`src/rtl/pipe_stage_reg.sv`:
```
// Elastic pipeline stage register: opaque payload with valid/ready handshake,
// optional 2-entry skid buffer, masked flush and saturating debug counters.
module pipe_stage_reg #(
  parameter int               WIDTH    = 160,
  parameter logic [WIDTH-1:0] CLR_MASK = {WIDTH{1'b1}},
  parameter int               SKID     = 1,
  parameter int               CNT_W    = 16
) (
  input  logic             clk,
  input  logic             rst,
  input  logic             flush,
  input  logic             in_valid,
  output logic             in_ready,
  input  logic [WIDTH-1:0] in_data,
  output logic             out_valid,
  input  logic             out_ready,
  output logic [WIDTH-1:0] out_data,
  output logic [1:0]       occupancy,
  output logic [CNT_W-1:0] stall_cnt,
  output logic [CNT_W-1:0] flush_cnt
);

  // State value doubles as the number of beats held.
  typedef enum logic [1:0] {
    EMPTY = 2'd0,
    ONE   = 2'd1,
    TWO   = 2'd2
  } state_t;

  state_t           state_reg, state_next;
  logic [WIDTH-1:0] m_data_reg;
  logic [WIDTH-1:0] s_data_reg;
  logic             accept;
  logic             consume;
  logic             m_load;
  logic             s_load;
  logic             m_from_s;

  assign out_valid = (state_reg != EMPTY);
  assign out_data  = m_data_reg;
  assign occupancy = state_reg;
  assign accept    = in_valid && in_ready;
  assign consume   = out_valid && out_ready;

  generate
    if (SKID != 0) begin : g_skid_ready
      // Depends on registered state only, so no path from out_ready.
      assign in_ready = !rst && (state_reg != TWO);
    end else begin : g_flow_ready
      assign in_ready = !rst && ((state_reg == EMPTY) || out_ready);
    end
  endgenerate

  always_ff @(posedge clk or posedge rst) begin
    if (rst) begin
      state_reg <= EMPTY;
    end else begin
      state_reg <= state_next;
    end
  end

  always_comb begin
    state_next = state_reg;
    m_load     = 1'b0;
    s_load     = 1'b0;
    m_from_s   = 1'b0;
    if (flush) begin
      state_next = EMPTY;
    end else begin
      case (state_reg)
        EMPTY: begin
          if (accept) begin
            m_load     = 1'b1;
            state_next = ONE;
          end
        end
        ONE: begin
          // Without a skid register an accept only happens alongside a consume.
          if (accept && (consume || SKID == 0)) begin
            m_load = 1'b1;
          end else if (accept) begin
            s_load     = 1'b1;
            state_next = TWO;
          end else if (consume) begin
            state_next = EMPTY;
          end
        end
        TWO: begin
          if (consume) begin
            m_from_s   = 1'b1;
            state_next = ONE;
          end
        end
        default: state_next = EMPTY;
      endcase
    end
  end

  // Flush zeroes only the masked control bits; datapath bits keep their value.
  always_ff @(posedge clk or posedge rst) begin
    if (rst) begin
      m_data_reg <= '0;
    end else if (flush) begin
      m_data_reg <= m_data_reg & ~CLR_MASK;
    end else if (m_load) begin
      m_data_reg <= in_data;
    end else if (m_from_s) begin
      m_data_reg <= s_data_reg;
    end
  end

  always_ff @(posedge clk or posedge rst) begin
    if (rst) begin
      s_data_reg <= '0;
    end else if (s_load) begin
      s_data_reg <= in_data;
    end
  end

  logic [1:0]       cnt_event;
  logic [CNT_W-1:0] cnt_reg [2];

  assign cnt_event[0] = out_valid && !out_ready;
  assign cnt_event[1] = flush;

  generate
    for (genvar gi = 0; gi < 2; gi++) begin : g_cnt
      always_ff @(posedge clk or posedge rst) begin
        if (rst) begin
          cnt_reg[gi] <= '0;
        end else if (cnt_event[gi] && (cnt_reg[gi] != {CNT_W{1'b1}})) begin
          cnt_reg[gi] <= cnt_reg[gi] + CNT_W'(1);
        end
      end
    end
  endgenerate

  assign stall_cnt = cnt_reg[0];
  assign flush_cnt = cnt_reg[1];

endmodule

```
`config.mk`:
```
export PLATFORM = sky130hd
export DESIGN_NAME = pipe_stage_reg
export DESIGN_NICKNAME = d
export VERILOG_FILES = /design/src/rtl/pipe_stage_reg.sv
export SDC_FILE = /design/constraint.sdc
export NUM_CORES = 1
export LEC_CHECK = 0
export CORE_UTILIZATION = 54
export CTS_CLUSTER_DIAMETER = 40
export CTS_CLUSTER_SIZE = 24
export DETAILED_ROUTE_END_ITERATION = 16
export PLACE_DENSITY_LB_ADDON = 0.3
export REMOVE_ABC_BUFFERS = 1
export SYNTH_ARGS = -nofsm -noshare
export SYNTH_HDL_FRONTEND = slang
export SYNTH_SLANG_ARGS = --single-unit
```
`constraint.sdc`:
```
create_clock -name clk -period 24.5 [get_ports clk]
set_input_delay 3.675 -clock clk [delete_from_list [all_inputs] [get_ports clk]]
set_output_delay 3.675 -clock clk [all_outputs]
set_load 0.02 [all_outputs]
```
Yosys cells after proc, flatten, opt, wreduce, memory -nomap -nowiden

Cells that the tools add are included.

Flip-flop bits (word level): 354
Output and inout port bits: 196
Bits of input ports: 165
Word-level logic and storage cells: 49

Reductions and logical operators: 13
Eq/ne operators: 9
Multiplexer cells: 20
Add/sub/neg operators: 2

Operators with widths:

| cell                                                                   | count |
|---|---|
| 160-bit 2-to-1 mux                                                     | 3 |
| 16-bit by 1-bit adder with 16-bit output (second input constant)       | 2 |
| 16-bit inequality test (second input constant)                         | 2 |
| 2-bit 2-to-1 mux                                                       | 6 |
| 1-bit 2-to-1 mux                                                       | 9 |
| 3-bit inequality test (second input constant)                          | 3 |
| 1-bit logical AND                                                      | 7 |
| 2-bit one-hot mux with 3 select lines                                  | 1 |
| 4-bit inequality test (second input constant)                          | 1 |
| 4-bit AND reduction                                                    | 1 |
| 3-bit nonzero test                                                     | 1 |
| 2-bit by 1-bit equality test with 1-bit output (second input constant) | 1 |
| 2-bit equality test (second input constant)                            | 1 |
| 1-bit zero test                                                        | 2 |
| 2-bit zero test                                                        | 1 |
| 2-bit inequality test (second input constant)                          | 1 |
| 1-bit one-hot mux with 2 select lines                                  | 1 |
| 2-bit nonzero test                                                     | 1 |

Logic depth before layout (Yosys ltp)

Gate-level depths: netlist (run 1).

Depth in word-level cells: 9
Depth in mapped cells: 7

Worst setup path after synthesis (run 1)

OpenSTA, ideal clock, no wires.

Path type: in2out
Start: input rst
End: output in_ready
Data arrival time: 3968 ps
Path slack: 16857 ps
Stages on the path: 1
Path buffers: 0
Cell sequence: nor2_1

Longest elaborated chain between the ends: 2

Ends and longest elaborated chain:

| item                      | line | RTL |
|---|---|---|
| start, declared           | 10   | `input logic rst,` |
| 1-bit zero test (no line) | n/a  |  |
| 1-bit logical AND         | 48   | `assign in_ready = !rst && (state_reg != TWO);` |
| end, declared             | 13   | `output logic in_ready,` |

No other way between the ends.

Worst setup path in the final report (run 1)

Same ends and word-level chain as after synthesis.

==> metrics.md, run 1 <==
| Metric | Value |
|---|---|
| Endpoints failing hold | 0 |
| Number of fill cells | 1811 |
| Endpoint with the worst hold slack | out_data[146]$_DFFE_PP0P_ |
| Via Count | 10715 |
| Static power due to leakage | 9.68 nW |
| Post-cts resize count | 0 |
| Ordered cell list for the critical path | clkdlybuf4s50_1, nor2_1, clkdlybuf4s50_1 |
| First-pass GRT wire length | 59300 um |
| Minimum setup slack among reg-to-reg paths | 20.80 ns |
| Maximum clock insertion buffer count | 3 |
| Layout Nets | 1708 |
| Buffers inserted by post-CTS timing repair | 0 |
| H-tree level count | 2 |
| Post-synth top area share | 59.5% |
| Number of cell rows | 60 |
| Worst-case headroom to the max-slew limit | 26.5% |
| Worst Setup Start Kind | input pin |
| Max Clk Rate | 0.115 GHz |
| Least-Margin Pin Slew | 1.10 ns |
| Endpoint kind of the worst setup timing path | output port |
| Count of buffers from port buffering | 360 |
| Total negative setup slack | 0 ns |
| Maximum fanout along the worst path | 4 |
| Combined area of all synthesized cells | 14900 um2 |
| Worst hold path type | reg -> reg |
| DIE AREA | 28200 um2 |
| Status | complete, no violations |
| FF+latch area | 8860 um2 |
| Global-route usage over all layers | 26.6% |
| Maximum number of pins on one net before global-route repair | 162 |
| Routing usage on met1 | 32.1% |
| Hold buffer count at CTS | 0 |
| CTS tree | yes |
| Setup repair after global routing missed its margin | false |
| Worst endpoint required time | 20.82 ns |
| Final critical delay including setup and external delays | 8.66 ns |
| Peak per-stage delay on the critical path | 0.60 ns |
| First-pass iteration count of the detailed router | 4 |
| Root Buffer | sky130_fd_sc_hd__clkbuf_16 |
| Multi-input combinational cell area | 5720 um2 |
| Cell variety after synth | 38 |
| Fraction of final layout cells with drive strength greater than 1 | 16.5% |
| Initial Utilization | 55.1% |
| GR Overflow Total | 0 |
| Commonest cells after routing, fill and taps aside | sky130_fd_sc_hd__clkdlybuf4s50_1, sky130_fd_sc_hd__dfrtp_1, sky130_fd_sc_hd__nand2_1 |
| Core area | 27000 um2 |
| CTS buffer count | 45 |
| Number of instances in the synthesized netlist | 1196 |
| Slowest stage cell on the critical path | sky130_fd_sc_hd__clkdlybuf4s50_1 |
| VDD IR-drop max | 0.0000652 V |
| Number of vias per cell after detailed routing | 5.57 |
| Worst reg2reg path startpoint | occupancy[0]$_DFFE_PP0P_ |
| Synthesized area divided by synthesized cell count | 12.4 um2 |
| First DRT Iteration DRCs | 667 |
| Placed cell areas | 18700 um2 |
| Path depth of the worst reg2reg path | 6 |
| Total of flip-flops plus latches after synthesis | 354 |
| Horiz. Die Dim | 168 um |
| Hold Path Depth | 2 |
| Max-cap violation count | 0 |
| Clock network latency to the later pin of the worst-skew pair | 0.53 ns |
| Sequential share of the synthesized area | 59.5% |
| Number of nets still failing antenna checks after routing | 0 |
| Area growth syn-to-layout | 36.2% |
| Most common cell after layout, fill and taps aside | sky130_fd_sc_hd__clkdlybuf4s50_1 |
| Final non-filler cell area | 20300 um2 |
| Top Usage Layer GRT | met2 |
| Launch instance of the worst min-delay path | out_data[146]$_DFFE_PP0P_ |
| Setup violations, final | 0 |
| Destination of the worst register-to-register timing path | out_data[157]$_DFFE_PP0P_ |
| Number of global-route vias before repair | 11131 |
| Wire per inst | 19.4 um |
| Period Utilization, post-route | 35.3% |
| Count of yosys warnings during synthesis | 0 |
| Data arrival, critical path | 4.98 ns |
| Met2 Usage GRT | 44.6% |
| Routability congestion estimate | 0.862 |
| Kind of cell with the highest combined delay on the critical path | buffers and inverters |
| DIE HEIGHT | 168 um |
| Most Frequent Cell on Critical Path | sky130_fd_sc_hd__clkdlybuf4s50_1 |
| Combined buffer and inverter count along the critical path | 2 |
| Largest area contributor in the synthesized netlist | sky130_fd_sc_hd__dfrtp_1 |
| Clock-pin slew reported for the worst setup and hold paths after clock tree synthesis | 0.05 ns |
| Ratio of total power to cell area | 86.9 nW/um2 |
| Cell types occupying the most area after synthesis | sky130_fd_sc_hd__dfrtp_1, sky130_fd_sc_hd__mux2_2, sky130_fd_sc_hd__mux2i_1 |
| Fin. max-slew vios | 0 |
| Number of clock sinks | 354 |
| Maximum clock skew at final layout | 0.0211 ns |
| Met3 demand-to-capacity share in global routing | 8.20% |
| Initial antenna violation count | 4 |
| Drc violations | 0 |
| CP Class | in -> out |
| Routed wire length | 37300 um |
| Number of top-level pins | 361 |
| Total half-perimeter wirelength after legalization and detailed placement | 23200 um |
[layer usage]
layer	vias to the layer above	share of wire (%)
li1	4913	-
met1	5368	39
met2	349	50
met3	85	7.7
met4	0	3.3
met5	-	0
[power breakdown]
group          switching, mW  total (mW)  internal, mW
clock                  0.256       0.675         0.419
sequential            0.0609       0.741         0.680
combinational          0.168       0.346         0.179
total                  0.485        1.76          1.28
[worst max path at each step]
stage | startpoint | end | depth (start not counted)
floorplan | rst | flush_cnt[0]$_DFFE_PP0P_ | 1
global route | rst | in_ready | 3
CTS | rst | in_ready | 3
global placement | rst | in_ready | 3
finish | rst | in_ready | 3
detailed placement | rst | in_ready | 3
[cell families (layout without fill, tap and decap cells)]
logic type      after synthesis  after routing  synth area share [%]
compound gates              176            176                  6.13
xor+xnor                     20             20                  1.18
fa+ha+maj                     2              2                 0.168
buf+inv                      72            454                  2.29
flops                       354            354                  59.5
mux                         328            328                  23.5
other cells                   0              4                     0
simple gates                244            244                  7.28
[through the flow]
step | std cells | hold slack [ns] | total power, mW | util, % | setup WS [ns]
6_report | 1923 | 0.474 | 1.76 | 75.0 | 15.84
5_1_grt | 1923 | 0.490 | 1.84 | 75.0 | 15.79
4_1_cts | 1919 | 0.481 | 1.78 | 75.0 | 15.83
3_5_place_dp | 1835 | 0.469 | 1.10 | 69.2 | 15.83
3_3_place_gp | 1835 | 0.461 | 1.08 | 69.2 | 15.82
2_1_floorplan | 1126 | 0.480 | 0.939 | - | 11.00
[area by class of cell]
cell class                      count  area share, %
Inverter                            2         0.0740
Sequential cell                   354           43.7
Clock buffer                       56           6.16
Timing Repair Buffer              368           18.2
Multi-Input combinational cell    770           28.2
Tap cell                          341           2.10
Antenna cell                        4         0.0494
Clock inverter                     28           1.53
[worst min-delay path: stages, from the launching register on]
cell and delay (ns):
sky130_fd_sc_hd__dfrtp_1 0.33, sky130_fd_sc_hd__nand2_1 0.05, sky130_fd_sc_hd__o21ai_0 0.06
[synth_stat cells]
cell type                  count
sky130_fd_sc_hd__nand2_1     170
sky130_fd_sc_hd__o21ai_0      62
sky130_fd_sc_hd__o21a_1        2
sky130_fd_sc_hd__o22a_1        1
sky130_fd_sc_hd__nor4_2        1
sky130_fd_sc_hd__inv_1         2
sky130_fd_sc_hd__nor2_1       11
sky130_fd_sc_hd__o21ai_1     100
sky130_fd_sc_hd__ha_1          2
sky130_fd_sc_hd__a311oi_1      1
sky130_fd_sc_hd__and4_1        4
sky130_fd_sc_hd__a31oi_1       2
sky130_fd_sc_hd__nand3b_1      1
sky130_fd_sc_hd__nor4bb_1      2
sky130_fd_sc_hd__o41ai_1       1
sky130_fd_sc_hd__mux2i_1     162
sky130_fd_sc_hd__xnor2_1       8
sky130_fd_sc_hd__nand2b_1      5
sky130_fd_sc_hd__or2_1         1
sky130_fd_sc_hd__nor2b_1       3
sky130_fd_sc_hd__a21oi_1       5
sky130_fd_sc_hd__buf_4        11
sky130_fd_sc_hd__o21bai_1      1
sky130_fd_sc_hd__nand4_1      15
sky130_fd_sc_hd__buf_2        23
sky130_fd_sc_hd__buf_1         9
sky130_fd_sc_hd__a221oi_2      1
sky130_fd_sc_hd__or2_2         1
sky130_fd_sc_hd__nor3b_1       2
sky130_fd_sc_hd__mux2_2      166
sky130_fd_sc_hd__nor3_1        6
sky130_fd_sc_hd__nor3b_2       1
sky130_fd_sc_hd__nand3_1      13
sky130_fd_sc_hd__clkbuf_1     27
sky130_fd_sc_hd__dfrtp_1     354
sky130_fd_sc_hd__nor4_1        1
sky130_fd_sc_hd__and3_1        7
sky130_fd_sc_hd__xor2_1       12
(Power assumes the default switching activity.)
==> run 2: changes to the inputs <==
--- a/config.mk
+++ b/config.mk
@@ -5,7 +5,7 @@
 export SDC_FILE = /design/constraint.sdc
 export NUM_CORES = 1
 export LEC_CHECK = 0
-export CORE_UTILIZATION = 54
+export CORE_UTILIZATION = 45
 export CTS_CLUSTER_DIAMETER = 40
 export CTS_CLUSTER_SIZE = 24
 export DETAILED_ROUTE_END_ITERATION = 16
==> constraint.sdc (replaced) <==
create_clock -name clk -period 7.1 [get_ports clk]
set_input_delay 1.065 -clock clk [delete_from_list [all_inputs] [get_ports clk]]
set_output_delay 1.065 -clock clk [all_outputs]
set_load 0.02 [all_outputs]
==> run 2 against run 1 <==
Flip-flop and latch count did not move. Total power grew to 3.6 times the previous value. Sequential share of layout area decreased by 0.88 points. Cell count up 6.1%. Combinational power grew to 3.4 times the previous value. Largest cell class unchanged. Sequential power increased to 3.4 times the previous value. Critical endpoint is now out_data[139]$_DFFE_PP0P_. Highest routed layer unchanged. Global-route usage down 5.2 points.
==> metrics.md, run 2 (same netlist as run 1, synthesis figures left out) <==
| Metric | Value |
|---|---|
| Least-Margin Pin Slew | 1.04 ns (-0.0628 ns) |
| Global-route usage over all layers | 21.4% (-5.2 points) |
| Minimum setup slack among reg-to-reg paths | 3.89 ns (-16.91 ns) |
| Final non-filler cell area | 20700 um2 (+2.1%) |
| Internal portion of total power | 4.62 mW (+260%) |
| Core area | 32500 um2 (+20%) |
| Routed wire length | 36300 um (-2.7%) |
| Fraction of final layout cells with drive strength greater than 1 | 17.3% (+0.73 points) |
| Part of the total power dissipated in the clock network | 41.3% (+3.0 points) |
| Endpoint kind of the worst setup timing path | flip-flop |
| Destination of the worst register-to-register timing path | out_data[139]$_DFFE_PP0P_ |
| Static power due to leakage | 9.80 nW (+1.2%) |
| Maximum number of pins on one net before global-route repair | 175 (+8.0%) |
| Path depth of the worst reg2reg path | 6 (unchanged) |
| First-pass iteration count of the detailed router | 4 (unchanged) |
| Via Count | 10605 (-1.0%) |
| Layout Nets | 1715 (+0.41%) |
| Share of total power in combinational logic | 18.6% (-1.1 points) |
| Number of cell rows | 66 (+10%) |
| Max-cap violation count | 0 (unchanged) |
| Slowest stage cell on the critical path | sky130_fd_sc_hd__or2_4 |
| Count of buffers from port buffering | 360 (unchanged) |
| Routability congestion estimate | 0.834 (-3.3%) |
| Horiz. Die Dim | 184 um (+9.4%) |
| CP startpoint | out_ready |
| Most common cell after layout, fill and taps aside | sky130_fd_sc_hd__clkdlybuf4s50_1 |
| Initial antenna violation count | 6 (+2) |
| Endpoints failing hold | 0 (unchanged) |
| Final setup slack of the worst path | 3.18 ns (-12.67 ns) |
| Worst setup path endpoint | out_data[139]$_DFFE_PP0P_ |
| H-tree level count | 2 (unchanged) |
| DIE HEIGHT | 184 um (+9.4%) |
| Clock network latency to the later pin of the worst-skew pair | 0.56 ns (+0.03 ns) |
| Placed cell areas | 18900 um2 (+0.81%) |
| Peak per-stage delay on the critical path | 0.74 ns (+0.14 ns) |
| Commonest cells after routing, fill and taps aside | sky130_fd_sc_hd__clkdlybuf4s50_1, sky130_fd_sc_hd__dfrtp_1, sky130_fd_sc_hd__nand2_1 |
| Initial Utilization | 45.8% (-9.3 points) |
| Maximum clock insertion buffer count | 3 (unchanged) |
| Net switching power figure | 1.74 mW (+260%) |
| Total negative setup slack | 0 ns (unchanged) |
| Worst Setup Start Kind | input pin |
| CTS buffer count | 52 (+16%) |
| Worst hold path type | reg -> reg |
| Kind of cell with the highest combined delay on the critical path | buffers and inverters |
| Period Utilization, post-route | 55.3% |
| Ordered cell list for the critical path | clkdlybuf4s50_1, nand2b_1, a221oi_4, buf_12, or2_4, buf_12, o21ai_0 |
| Combined buffer and inverter count along the critical path | 3 (+1) |
| Switching Share | 27.4% (-0.11 points) |
| Area growth syn-to-layout | 39.1% |
| Number of global-route vias before repair | 10760 (-3.3%) |
| Maximum fanout along the worst path | 161 (+157) |
| Number of vias per cell after detailed routing | 5.20 (-6.7%) |
| Fin. max-slew vios | 0 (unchanged) |
| Setup repair after global routing missed its margin | false |
| DIE AREA | 33800 um2 (+20%) |
| Worst-case headroom to the max-slew limit | 30.7% (+4.2 points) |
| Wire per inst | 17.8 um (-8.3%) |
| Final critical delay including setup and external delays | 3.92 ns |
| Worst reg2reg path startpoint | occupancy[0]$_DFFE_PP0P_ |
| Root Buffer | sky130_fd_sc_hd__clkbuf_16 |
| First DRT Iteration DRCs | 444 (-33%) |
| Number of clock sinks | 354 (unchanged) |
| Ratio of total power to cell area | 307 nW/um2 (+250%) |
| Status | complete, no violations |
| Layout Utilization | 63.6% (-11 points) |
| Total half-perimeter wirelength after legalization and detailed placement | 22500 um (-3.0%) |
| Total number of cells along the worst setup path | 7 (+4) |
| Number of nets still failing antenna checks after routing | 0 (unchanged) |
| Max Clk Rate | 0.255 GHz |
| Placement Setup Slack | 2.53 ns (-13.30 ns) |
| Buffers inserted by post-CTS timing repair | 0 (unchanged) |
| VDD IR-drop max | 0.000210 V (+220%) |
| Clock-pin slew reported for the worst setup and hold paths after clock tree synthesis | 0.05 ns (about the same) |
| Data arrival, critical path | 4.33 ns (-0.65 ns) |
| Drc violations | 0 (unchanged) |
| Maximum clock skew at final layout | 0.0161 ns (-0.00499 ns) |
| Worst hold slack | 0.476 ns (+0.00266 ns) |
| Number of top-level pins | 361 (unchanged) |
| Setup violations, final | 0 (unchanged) |
| Worst endpoint required time | 7.50 ns (-13.32 ns) |
| Most Frequent Cell on Critical Path | sky130_fd_sc_hd__buf_12 |
| GR Overflow Total | 0 (unchanged) |
| First-pass GRT wire length | 57800 um (-2.5%) |
| Sequential share of power | 40.1% (-2.0 points) |
| CTS tree | yes |
| CP Class | in -> reg |
| Hold buffer count at CTS | 0 (unchanged) |
| Post-cts resize count | 0 (unchanged) |
==> run 2: changes by cell type in the layout (fill, tap and decap cells not counted) <==
| cell | change |
|---|---|
| sky130_fd_sc_hd__diode_2 | +2 |
| sky130_fd_sc_hd__inv_6 | +2 |
| sky130_fd_sc_hd__inv_16 | +1 |
| sky130_fd_sc_hd__clkbuf_16 | +5 |
| sky130_fd_sc_hd__clkinv_8 | +1 |
| sky130_fd_sc_hd__clkbuf_8 | +2 |
| sky130_fd_sc_hd__inv_8 | +1 |
| sky130_fd_sc_hd__buf_12 | +2 |
| sky130_fd_sc_hd__buf_4 | -2 |
| sky130_fd_sc_hd__bufinv_16 | +1 |
| sky130_fd_sc_hd__clkinvlp_4 | +4 |
| sky130_fd_sc_hd__clkinv_2 | -3 |
==> run 2: power by group through the flow <==
| stage | Sequential (mW) | Clock, mW | Combinational [mW] |
|---|---|---|---|
| CTS | 2.55 | 2.68 | 1.20 |
| global route | 2.59 | 2.78 | 1.28 |
| floorplan | 2.72 | 0 | 0.516 |
| finish | 2.55 | 2.62 | 1.19 |
| detailed placement | 2.58 | 0 | 1.20 |
| global placement | 2.56 | 0 | 1.17 |
==> run 2: layout make-up <==
cell class / count / area (um2)
sequential: 354 / 8860
clock buffer: 63 / 1400
clock inverter: 35 / 420
inverter: 2 / 15.0
antenna: 6 / 15.0
tap: 442 / 553
fill: 2548 / 11800
multi-input combinational: 770 / 5720
timing repair buffer: 368 / 3710
==> run 2: tightest hold or removal path, stage by stage, from the launching register on <==
cell and delay [ns]:
sky130_fd_sc_hd__dfrtp_1 0.34, sky130_fd_sc_hd__nand2_1 0.05, sky130_fd_sc_hd__o21ai_0 0.06
==> run 2: how the worst min path moves through the flow <==
| stage | startpoint | to | slack, ns | depth (start not counted) |
|---|---|---|---|---|
| 6_report | out_data[130]$_DFFE_PP0P_ | out_data[130]$_DFFE_PP0P_ | 0.48 | 2 |
| 3_5_place_dp | out_data[111]$_DFFE_PP0P_ | out_data[111]$_DFFE_PP0P_ | 0.47 | 2 |
| 2_1_floorplan | s_data_reg[0]$_DFFE_PP0P_ | s_data_reg[0]$_DFFE_PP0P_ | 0.48 | 1 |
| 5_1_grt | out_data[130]$_DFFE_PP0P_ | out_data[130]$_DFFE_PP0P_ | 0.50 | 2 |
| 3_3_place_gp | out_data[150]$_DFFE_PP0P_ | out_data[150]$_DFFE_PP0P_ | 0.46 | 2 |
| 4_1_cts | out_data[114]$_DFFE_PP0P_ | out_data[114]$_DFFE_PP0P_ | 0.48 | 2 |
==> run 2: metal layers <==
metal | global-route usage (%) | vias up | share of wire [%]
met5 | 0 | - | 0
met4 | 8.23 | 0 | 3.0
met3 | 7.45 | 65 | 8.2
met2 | 34.5 | 285 | 48
met1 | 26.5 | 5311 | 41
li1 | - | 4944 | -
==> run 2: stage by stage <==
step,instances,power (mW)
2_1_floorplan,1126,3.24
3_3_place_gp,1936,3.73
3_5_place_dp,1936,3.78
4_1_cts,2034,6.43
5_1_grt,2038,6.65
6_report,2040,6.36
==> run 3: changes to the inputs <==
==> constraint.sdc (replaced) <==
create_clock -name clk -period 3.2 [get_ports clk]
set_input_delay 0.48 -clock clk [delete_from_list [all_inputs] [get_ports clk]]
set_output_delay 0.48 -clock clk [all_outputs]
set_load 0.02 [all_outputs]
==> run 3 against run 2 <==
Core utilization grew 0.30 points. Total power is 110% higher. Sequential share of layout area fell by 0.20 points. Critical endpoint is now in_ready.
==> metrics.md, run 3 (same netlist as run 1, synthesis figures left out) <==
| Metric | Value |
|---|---|
| First-pass GRT wire length | 58700 um (+1.5%) |
| Root Buffer | sky130_fd_sc_hd__clkbuf_16 |
| Routed wire length | 37200 um (+2.6%) |
| Least-Margin Pin Slew | 0.859 ns (-0.180 ns) |
| Count of buffers from port buffering | 360 (unchanged) |
| Clock-pin slew reported for the worst setup and hold paths after clock tree synthesis | 0.05 ns (about the same) |
| Total negative setup slack | 0 ns (unchanged) |
| Hold buffer count at CTS | 0 (unchanged) |
| Initial Utilization | 45.8% (unchanged) |
| Worst-case headroom to the max-slew limit | 42.7% (+12 points) |
| Number of global-route vias before repair | 10838 (+0.72%) |
| Number of nets still failing antenna checks after routing | 0 (unchanged) |
| Net switching power figure | 3.71 mW (+110%) |
| Wire per inst | 18.1 um (+1.9%) |
| Setup repair after global routing missed its margin | false |
| GR Overflow Total | 0 (unchanged) |
| Endpoint kind of the worst setup timing path | output port |
| Fin. max-slew vios | 0 (unchanged) |
| Via Count | 10743 (+1.3%) |
| Part of the total power dissipated in the clock network | 38.4% (-2.9 points) |
| VDD IR-drop max | 0.000442 V (+110%) |
| Post-cts resize count | 0 (unchanged) |
| Switching Share | 27.4% (+0.051 points) |
| Buffers inserted by post-CTS timing repair | 0 (unchanged) |
| Clock network latency to the later pin of the worst-skew pair | 0.54 ns (-0.02 ns) |
| Sequential share of power | 42.0% (+1.9 points) |
| Status | complete, no violations |
| Sum of internal, switching and leakage power | 13.5 mW (+110%) |
| Period Utilization, post-route | 75.6% |
| Worst endpoint required time | 2.72 ns (-4.78 ns) |
| Maximum clock skew at final layout | 0.0201 ns (+0.00405 ns) |
| CP Class | reg -> out |
| Core area | 32500 um2 (unchanged) |
| Minimum setup slack among reg-to-reg paths | 1.08 ns (-2.81 ns) |
| Final critical delay including setup and external delays | 2.42 ns |
| Placed Cells | 1963 (+1.4%) |
| Most common cell after layout, fill and taps aside | sky130_fd_sc_hd__clkdlybuf4s50_1 |
| Data arrival, critical path | 1.94 ns (-2.39 ns) |
| Global-route usage over all layers | 22.0% (+0.52 points) |
| Maximum number of pins on one net before global-route repair | 161 (-8.0%) |
| Number of top-level pins | 361 (unchanged) |
| Drc violations | 0 (unchanged) |
| Number of cell rows | 66 (unchanged) |
| Commonest cells after routing, fill and taps aside | sky130_fd_sc_hd__clkdlybuf4s50_1, sky130_fd_sc_hd__dfrtp_1, sky130_fd_sc_hd__nand2_1 |
| Worst hold path type | reg -> reg |
| Fraction of final layout cells with drive strength greater than 1 | 17.8% (+0.52 points) |
| Non-filler instance count after layout | 2053 (+0.64%) |
| First-pass iteration count of the detailed router | 4 (unchanged) |
| Static power due to leakage | 9.87 nW (+0.66%) |
| Internal portion of total power | 9.82 mW (+110%) |
| Number of clock sinks | 354 (unchanged) |
| Maximum fanout along the worst path | 9 (-94%) |
| Initial antenna violation count | 3 (-3) |
| Number of fill cells | 2575 (+1.1%) |
| Routability congestion estimate | 0.843 (+1.1%) |
| First DRT Iteration DRCs | 474 (+6.8%) |
| Total half-perimeter wirelength after legalization and detailed placement | 24700 um (+10%) |
| Worst Setup Start Kind | flip-flop |
| Share of total power in combinational logic | 19.6% (+1.0 points) |
| Ratio of total power to cell area | 651 nW/um2 (+110%) |
| DIE HEIGHT | 184 um (unchanged) |
| Maximum clock insertion buffer count | 3 (unchanged) |
| Area growth syn-to-layout | 39.7% |
| Max Clk Rate | 0.414 GHz |
| CTS buffer count | 47 (-9.6%) |
| Endpoints failing hold | 0 (unchanged) |
| Layout Nets | 1737 (+1.3%) |
| Horiz. Die Dim | 184 um (unchanged) |
| H-tree level count | 2 (unchanged) |
| CTS tree | yes |
| Number of vias per cell after detailed routing | 5.23 (+0.66%) |
| Setup violations, final | 0 (unchanged) |
| Max-cap violation count | 0 (unchanged) |
| DIE AREA | 33800 um2 (unchanged) |
## run 3: cell count changes in the layout (fill, tap and decap cells not counted), sizes merged
| cell | change |
|---|---|
| inv | -5 |
| clkinv | -4 |
| buf | +27 |
| bufinv | -3 |
| diode | -2 |
| clkbuf | +1 |
| clkinvlp | -1 |
## run 3: worst max-delay path: stages, from the launching register on
cell and delay (ns):
sky130_fd_sc_hd__dfrtp_1 0.49, sky130_fd_sc_hd__nor2b_1 0.32, sky130_fd_sc_hd__nor2_1 0.07, sky130_fd_sc_hd__clkdlybuf4s50_1 0.54
## run 3: layer usage
layer	vias up	GRT usage, %	wire length [um]
met5	-	0	0
met2	300	36.5	18200
li1	4966	-	-
met3	67	5.90	2610
met1	5410	27.6	15300
met4	0	7.53	1030
## run 3: power groups by stage
| stage | Clock [mW] | Combinational, mW | Sequential [mW] |
|---|---|---|---|
| floorplan | 0 | 1.15 | 6.04 |
| global placement | 0 | 2.61 | 5.71 |
| detailed placement | 0 | 2.68 | 5.74 |
| CTS | 5.30 | 2.69 | 5.68 |
| global route | 5.52 | 2.86 | 5.76 |
| finish | 5.20 | 2.65 | 5.68 |
## run 3: per-stage QoR
step           worst slack (ns)  util, %  area, um2  hold WS, ns
2_1_floorplan             -7.10        -      14600        0.480
3_3_place_gp              0.559     59.0      19200        0.460
6_report                  0.782     63.9      20800        0.476
5_1_grt                   0.689     63.9      20800        0.498
4_1_cts                   0.764     63.9      20800        0.482
3_5_place_dp              0.452     59.0      19200        0.469
## run 3: final cells by class
type                            count  area (um2)  share of cell area (%)
Clock inverter                     22         244                    1.17
Sequential cell                   354        8860                    42.6
Timing Repair Buffer              395        4050                    19.5
Tap cell                          442         553                    2.66
Multi-Input combinational cell    770        5720                    27.5
Clock buffer                       64        1340                    6.46
Inverter                            2        15.0                  0.0722
Antenna cell                        4        10.0                  0.0481
## run 3: worst paths after layout
path | cells after the start | from | end
max reg2reg | 5 | occupancy[0]$_DFFE_PP0P_ | out_data[142]$_DFFE_PP0P_
min | 2 | out_data[117]$_DFFE_PP0P_ | out_data[117]$_DFFE_PP0P_
min reg2reg | 2 | out_data[117]$_DFFE_PP0P_ | out_data[117]$_DFFE_PP0P_
min in group asynchronous | 2 | rst | s_data_reg[35]$_DFFE_PP0P_
max | 3 | occupancy[1]$_DFFE_PP0P_ | in_ready
max in group asynchronous | 4 | rst | out_data[122]$_DFFE_PP0P_
